**config.mk**
```make
export PLATFORM = sky130hd
export DESIGN_NAME = ct_mat_lsu_ld_row_seq
export DESIGN_NICKNAME = d
export VERILOG_FILES = /design/src/rtl/ct_mat_pkg.sv /design/src/rtl/gated_clk_cell.sv /design/src/rtl/ct_mat_lsu_ld_row_seq.sv
export SDC_FILE = /design/constraint.sdc
export NUM_CORES = 1
export LEC_CHECK = 0
export BUFFER_PORTS_ARGS = -buffer_cell sky130_fd_sc_hd__buf_4
export CORE_ASPECT_RATIO = 0.9
export CORE_MARGIN = 4
export CORE_UTILIZATION = 45
export CTS_CLUSTER_SIZE = 30
export DETAILED_ROUTE_END_ITERATION = 8
export PLACE_DENSITY = 0.7
export SYNTH_ARGS = -nofsm -noshare
export SYNTH_HDL_FRONTEND = slang
export SYNTH_HIERARCHICAL = 1
export SYNTH_SLANG_ARGS = --single-unit
export TNS_END_PERCENT = 10
```
**constraint.sdc**
```tcl
create_clock -name vclk -period 0.8
set_input_delay 0.16 -clock vclk [all_inputs]
set_output_delay 0.16 -clock vclk [all_outputs]
set_load 0.01 [all_outputs]
```
**src/rtl/ct_mat_pkg.sv**
```systemverilog
// Shared types and constants for the matrix load row sequencer.
package ct_mat_pkg;

   localparam int unsigned ROW_BYTES    = 64;
   localparam int unsigned IID_WIDTH    = 7;
   localparam int unsigned TREG_WIDTH   = 3;
   localparam int unsigned SIZE_M_WIDTH = 8;

   typedef enum logic [2:0] {
      ST_IDLE  = 3'd0,
      ST_ISSUE = 3'd1,
      ST_WAIT  = 3'd2,
      ST_CMPLT = 3'd3,
      ST_DRAIN = 3'd4
   } mat_ld_state_e;

endpackage

```
**src/rtl/gated_clk_cell.sv**
```systemverilog
// Latch-based clock gate: enable is captured while the clock is low so the
// gated clock never glitches.
module gated_clk_cell (
   input  logic i_clk_in,
   input  logic i_global_en,
   input  logic i_module_en,
   input  logic i_local_en,
   input  logic i_external_en,
   input  logic i_scan_en,
   output logic o_clk_out
);

   logic w_en_bf_latch;
   logic r_en_lat;

   assign w_en_bf_latch = (i_global_en & (i_module_en | i_local_en)) | i_external_en;

   always_latch begin
      if (!i_clk_in) begin
         r_en_lat <= w_en_bf_latch | i_scan_en;
      end
   end

   assign o_clk_out = i_clk_in & r_en_lat;

endmodule

```
**src/rtl/ct_mat_lsu_ld_row_seq.sv**
```systemverilog
// Splits one matrix tile load into per-row LSU requests, counts row responses
// and reports completion; flush aborts and drains outstanding responses.
module ct_mat_lsu_ld_row_seq
   import ct_mat_pkg::*;
#(
   parameter int ADDR_WIDTH = 64,
   parameter int ROW_BYTES  = ct_mat_pkg::ROW_BYTES
) (
   input  logic                    forever_cpuclk,
   input  logic                    cpurst_b,
   input  logic                    cp0_mat_icg_en,
   input  logic                    cp0_yy_clk_en,
   input  logic                    pad_yy_icg_scan_en,
   input  logic                    rtu_yy_xx_flush,
   input  logic [15:0]             x_sizeK,
   input  logic [7:0]              x_sizeM,
   input  logic                    idu_mat_rf_ld_sel,
   input  logic [IID_WIDTH-1:0]    idu_mat_rf_ld_iid,
   input  logic [ADDR_WIDTH-1:0]   idu_mat_rf_ld_base,
   input  logic [ADDR_WIDTH-1:0]   idu_mat_rf_ld_stride,
   input  logic [TREG_WIDTH-1:0]   idu_mat_rf_ld_treg,
   output logic                    mat_ld_idu_rf_ready,
   output logic                    mat_ld_lsu_req_vld,
   input  logic                    lsu_mat_ld_req_rdy,
   output logic [ADDR_WIDTH-1:0]   mat_ld_lsu_req_addr,
   output logic [6:0]              mat_ld_lsu_req_bytes,
   output logic [SIZE_M_WIDTH-1:0] mat_ld_lsu_req_row,
   output logic [TREG_WIDTH-1:0]   mat_ld_lsu_req_treg,
   input  logic                    lsu_mat_ld_resp_vld,
   output logic                    mat_ld_cbus_sel,
   output logic [IID_WIDTH-1:0]    mat_ld_cbus_iid
);

   mat_ld_state_e             r_state;
   mat_ld_state_e             w_state_nxt;
   logic [SIZE_M_WIDTH-1:0]   r_issue_cnt;
   logic [SIZE_M_WIDTH-1:0]   r_resp_cnt;
   logic [ADDR_WIDTH-1:0]     r_row_addr;
   logic [IID_WIDTH-1:0]      r_iid;
   logic [ADDR_WIDTH-1:0]     r_stride;
   logic [TREG_WIDTH-1:0]     r_treg;
   logic [SIZE_M_WIDTH-1:0]   r_size_m;
   logic [6:0]                r_size_k;

   logic                      w_accept;
   logic                      w_hs;
   logic                      w_resp;
   logic                      w_last_row;
   logic                      w_zero_size;
   logic [6:0]                w_size_k_in;
   logic [SIZE_M_WIDTH-1:0]   w_issue_nxt;
   logic [SIZE_M_WIDTH-1:0]   w_resp_nxt;
   logic                      w_ctrl_clk;
   logic                      w_snap_clk;
   logic                      w_ctrl_local_en;

   assign w_size_k_in = (x_sizeK > 16'(ROW_BYTES)) ? 7'(ROW_BYTES) : x_sizeK[6:0];
   assign w_zero_size = (x_sizeM == 8'd0) || (w_size_k_in == 7'd0);
   assign w_accept    = idu_mat_rf_ld_sel && (r_state == ST_IDLE) && !rtu_yy_xx_flush;
   assign w_hs        = mat_ld_lsu_req_vld && lsu_mat_ld_req_rdy;
   assign w_resp      = lsu_mat_ld_resp_vld &&
                        ((r_state == ST_ISSUE) || (r_state == ST_WAIT) || (r_state == ST_DRAIN));
   assign w_issue_nxt = r_issue_cnt + {7'd0, w_hs};
   assign w_resp_nxt  = r_resp_cnt + {7'd0, w_resp};
   assign w_last_row  = (r_issue_cnt == (r_size_m - 8'd1));

   assign w_ctrl_local_en = idu_mat_rf_ld_sel || (r_state != ST_IDLE);

   gated_clk_cell u_ctrl_gate (
      .i_clk_in      (forever_cpuclk),
      .i_global_en   (cp0_yy_clk_en),
      .i_module_en   (cp0_mat_icg_en),
      .i_local_en    (w_ctrl_local_en),
      .i_external_en (1'b0),
      .i_scan_en     (pad_yy_icg_scan_en),
      .o_clk_out     (w_ctrl_clk)
   );

   gated_clk_cell u_snap_gate (
      .i_clk_in      (forever_cpuclk),
      .i_global_en   (cp0_yy_clk_en),
      .i_module_en   (cp0_mat_icg_en),
      .i_local_en    (w_accept),
      .i_external_en (1'b0),
      .i_scan_en     (pad_yy_icg_scan_en),
      .o_clk_out     (w_snap_clk)
   );

   // State register.
   always_ff @(posedge w_ctrl_clk or negedge cpurst_b) begin
      if (!cpurst_b) begin
         r_state <= ST_IDLE;
      end else begin
         r_state <= w_state_nxt;
      end
   end

   // Next-state logic; a flush drains any responses still owed by the LSU.
   always_comb begin
      w_state_nxt = r_state;
      case (r_state)
         ST_IDLE: begin
            if (w_accept) begin
               w_state_nxt = w_zero_size ? ST_CMPLT : ST_ISSUE;
            end else begin
               w_state_nxt = ST_IDLE;
            end
         end
         ST_ISSUE, ST_WAIT, ST_CMPLT: begin
            if (rtu_yy_xx_flush) begin
               w_state_nxt = (w_issue_nxt != w_resp_nxt) ? ST_DRAIN : ST_IDLE;
            end else if (r_state == ST_CMPLT) begin
               w_state_nxt = ST_IDLE;
            end else if (r_state == ST_ISSUE) begin
               if (w_hs && w_last_row) begin
                  w_state_nxt = (w_resp_nxt == r_size_m) ? ST_CMPLT : ST_WAIT;
               end else begin
                  w_state_nxt = ST_ISSUE;
               end
            end else if (w_resp_nxt == r_size_m) begin
               w_state_nxt = ST_CMPLT;
            end else begin
               w_state_nxt = ST_WAIT;
            end
         end
         ST_DRAIN: begin
            if (w_resp_nxt == r_issue_cnt) begin
               w_state_nxt = ST_IDLE;
            end else begin
               w_state_nxt = ST_DRAIN;
            end
         end
         default: w_state_nxt = ST_IDLE;
      endcase
   end

   // Output decode; flush suppresses requests and completion in the same cycle.
   always_comb begin
      mat_ld_idu_rf_ready = 1'b0;
      mat_ld_lsu_req_vld  = 1'b0;
      mat_ld_cbus_sel     = 1'b0;
      case (r_state)
         ST_IDLE:  mat_ld_idu_rf_ready = 1'b1;
         ST_ISSUE: mat_ld_lsu_req_vld  = !rtu_yy_xx_flush;
         ST_CMPLT: mat_ld_cbus_sel     = !rtu_yy_xx_flush;
         default:  mat_ld_idu_rf_ready = 1'b0;
      endcase
   end

   // Row/response counters and running row address.
   always_ff @(posedge w_ctrl_clk or negedge cpurst_b) begin
      if (!cpurst_b) begin
         r_issue_cnt <= 8'd0;
         r_resp_cnt  <= 8'd0;
         r_row_addr  <= '0;
      end else if (w_accept) begin
         r_issue_cnt <= 8'd0;
         r_resp_cnt  <= 8'd0;
         r_row_addr  <= idu_mat_rf_ld_base;
      end else begin
         r_issue_cnt <= w_issue_nxt;
         r_resp_cnt  <= w_resp_nxt;
         if (w_hs) begin
            r_row_addr <= r_row_addr + r_stride;
         end
      end
   end

   // Instruction snapshot; its clock only ticks on accept.
   always_ff @(posedge w_snap_clk or negedge cpurst_b) begin
      if (!cpurst_b) begin
         r_iid    <= '0;
         r_stride <= '0;
         r_treg   <= '0;
         r_size_m <= 8'd0;
         r_size_k <= 7'd0;
      end else begin
         r_iid    <= idu_mat_rf_ld_iid;
         r_stride <= idu_mat_rf_ld_stride;
         r_treg   <= idu_mat_rf_ld_treg;
         r_size_m <= x_sizeM;
         r_size_k <= w_size_k_in;
      end
   end

   assign mat_ld_lsu_req_addr  = r_row_addr;
   assign mat_ld_lsu_req_bytes = r_size_k;
   assign mat_ld_lsu_req_row   = r_issue_cnt;
   assign mat_ld_lsu_req_treg  = r_treg;
   assign mat_ld_cbus_iid      = r_iid;

endmodule
```
==> results.sh <==
export IMPL_status="finished with violations"
export IMPL_violations="negative setup slack"
export IMPL_grt_overflow=0
export IMPL_area_growth_pct=22.2
export IMPL_antenna_found_initial=0
export IMPL_synth_common_cells="dfrtp_1 (172), a21oi_1 (127), nand2_1 (92)"
export IMPL_port_buffers=263
export IMPL_crit_chain="buf_8 -> nor2_4 -> and3_4 -> buf_6"
export IMPL_synth_edff_count=0
export IMPL_gp_congestion=0.898
export IMPL_unconstrained_endpoints=264
export IMPL_setup_viol=1
export IMPL_grt_max_degree=104
export IMPL_wl_per_cell_um=18.1
export IMPL_cp_required_ps=640
export IMPL_switching_share=0.481
export IMPL_die_h_um=151
export IMPL_holdBufCountCts=0
export IMPL_p_seq_frac=0.186
export IMPL_num_io_pins=263
export IMPL_wl_um=29100
export IMPL_syn_area_per_cell_um2=9.29
export IMPL_max_cap_violations=0
export IMPL_multi_input_area_um2=5560
export IMPL_grt_use_total=0.221
export IMPL_period_needed_ps=804
export IMPL_remaining_drc_errors=0
export IMPL_tightest_slew_ps=1160
export IMPL_num_rows=51
export IMPL_grt_pass1_vias=8910
export IMPL_dp_hpwl_um=22700
export IMPL_first_iter_violations=452
export IMPL_dp_slack_ps=-77.7
export IMPL_final_antenna_net_count=0
export IMPL_layout_drive_gt1_share=0.228
export IMPL_hold_path_class="in -> out"
export IMPL_yosysMostFrequentCell="dfrtp_1"
export IMPL_n_fill_cell=1991
export IMPL_unclocked_pins=174
export IMPL_ir_drop_uv=414
export IMPL_start_kind="primary input"
export IMPL_core_area_um2=21900
export IMPL_synth_flop_cell="dfrtp_1"
export IMPL_slew_headroom=0.225
export IMPL_max_stage_delay_ps=190
export IMPL_fin_ws_ps=-3.76
export IMPL_routed_via_density=5.58
export IMPL_synthesis_area_um2=10200
export IMPL_power_density_nw_per_um2=340
export IMPL_design_die_area_um2=25000
export IMPL_rsz0062_at_grt="yes"
export IMPL_critical_path_buf_inv_count=2
export IMPL_critical_path_class="in -> out"
export IMPL_hold_path_end="mat_ld_lsu_req_vld"
export IMPL_drt_first_pass_iters=5
export IMPL_ys_warnings_count=6
export IMPL_fin_nets=1556
export IMPL_vias=8957
export IMPL_synthTopCellsByArea="dfrtp_1 (42%), ha_1 (8.4%), a21oi_1 (6.3%), xor2_1 (5.2%), xnor2_1 (4.1%)"
export IMPL_post_route_period_util=1.00
export IMPL_clkPwrFrac=0
export IMPL_grt_pass1_wl_um=46500
export IMPL_path_max_fanout=4
export IMPL_syn_instance_count=1093
export IMPL_synth_top_cell_by_area="dfrtp_1"
export IMPL_hold_depth=3
export IMPL_cp_top_family="simple AND/OR/NAND/NOR gates"
export IMPL_switchingPower_uw=2030
export IMPL_max_freq_ghz=1.24
export IMPL_end_kind="output pin"
export IMPL_comb_power_share=0.814
export IMPL_n_antenna_cell=0
export IMPL_async_reset_ff_frac=0.989
export IMPL_cp_data_arrival_time_ps=640
export IMPL_hold_ws_ps=584
export IMPL_fp_dieW_um=166
export IMPL_hold_violations=0
export IMPL_initial_utilization=0.464
export IMPL_ys_ff_latch=174
export IMPL_synth_top_cell_area_share=0.424
export IMPL_hp_start="rtu_yy_xx_flush"
export IMPL_leakage_uw=0.00591
export IMPL_finalMaxSlewViolations=0
export IMPL_regArea_um2=4330
export IMPL_worst_path_max_delay_cell="and3_4"
export IMPL_internal_power_uw=2190
export IMPL_synth_cell_types=65
[worst min-delay path, delay by kind of cell]
family        cells  cell delay [ps]
simple gates      1               50
buf+inv           2              220
[per-layer routing]
metal | wire length [µm] | share of wire | track usage
met1 | 14000 | 0.48 | 0.328
met2 | 13500 | 0.46 | 0.370
met3 | 1420 | 0.049 | 0.0226
met4 | 255 | 0.0088 | 0.0180
met5 | 0 | 0 | 0
[cell families (layout without fill, tap and decap cells)]
family / Yosys count / in the layout / share of synthesized area
fa+ha+maj: 69 / 69 / 0.0857
compound gates: 356 / 356 / 0.219
xor+xnor: 107 / 107 / 0.0923
flops: 172 / 172 / 0.424
simple gates: 308 / 308 / 0.143
mux: 4 / 4 / 0.00407
latches: 2 / 2 / 0.00296
other cells: 1 / 2 / 0.000369
buf+inv: 74 / 294 / 0.0285
[power by group through the flow]
stage / combinational [µW] / sequential, µW / clock (µW)
3_5_place_dp: 3420 / 782 / 0
2_1_floorplan: 1820 / 794 / 0
3_3_place_gp: 3390 / 779 / 0
5_1_grt: 3810 / 807 / 0
4_1_cts: 3440 / 785 / 0
6_report: 3440 / 786 / 0
[through the flow]
| step | util | total power [µW] | setup TNS, ps | instance area, µm² | instances |
|---|---|---|---|---|---|
| floorplan | - | 2620 | 0 | 10200 | 1094 |
| global route | 0.567 | 4620 | -30.6 | 12400 | 1605 |
| CTS | 0.565 | 4220 | -3.19 | 12400 | 1603 |
| detailed placement | 0.565 | 4200 | -124 | 12400 | 1603 |
| global placement | 0.565 | 4170 | -68.1 | 12400 | 1603 |
| finish | 0.567 | 4220 | -3.76 | 12400 | 1605 |
[final cells by class]
class / count / area share
Sequential cell: 174 / 0.349
Tap cell: 291 / 0.0293
Timing Repair Buffer: 275 / 0.168
Multi-Input combinational cell: 846 / 0.448
Inverter: 19 / 0.00575
[cell usage in the layout (no fill, tap or decap), drive strengths merged, types with 9 or more instances in the layout]
cell    count
a21o       48
a21oi     130
a22oi      15
a31oi      17
and2       17
and3       17
buf       275
dfrtp     172
ha         68
inv        18
nand2      92
nand3      36
nand4      16
nor2       82
nor3       15
nor4        9
o21a       10
o21ai      61
o21bai     11
o22ai      30
xnor2      47
xor2       60
[worst max path at each step]
stage / from / endpoint / slack [ps] / depth (start not counted)
floorplan: rtu_yy_xx_flush / mat_ld_lsu_req_vld / 140 / 1
finish: rtu_yy_xx_flush / mat_ld_cbus_sel / -4 / 4
CTS: rtu_yy_xx_flush / mat_ld_cbus_sel / -3 / 4
global placement: rtu_yy_xx_flush / mat_ld_lsu_req_vld / -40 / 3
detailed placement: rtu_yy_xx_flush / mat_ld_lsu_req_vld / -80 / 3
global route: rtu_yy_xx_flush / mat_ld_cbus_sel / -30 / 4
[registers in the layout (all words and copies together), names as in the netlist]
name	count
u_snap_gate/r_en_lat	1
u_ctrl_gate/r_en_lat	1
mat_ld_lsu_req_bytes	7
mat_ld_lsu_req_treg	3
r_resp_cnt	8
mat_ld_lsu_req_row	8
mat_ld_lsu_req_addr	64
mat_ld_cbus_iid	7
r_stride	64
r_state	3
r_size_m	8
[what timing repair did]
item | 4_1_cts | 5_1_grt
gates cloned | 0 | 0
setup endpoints to repair | 2 | 2
pin swaps | 0 | 1
gates resized for setup | 3 | 4
setup buffers | 0 | 2
(Power assumes the default switching activity.)
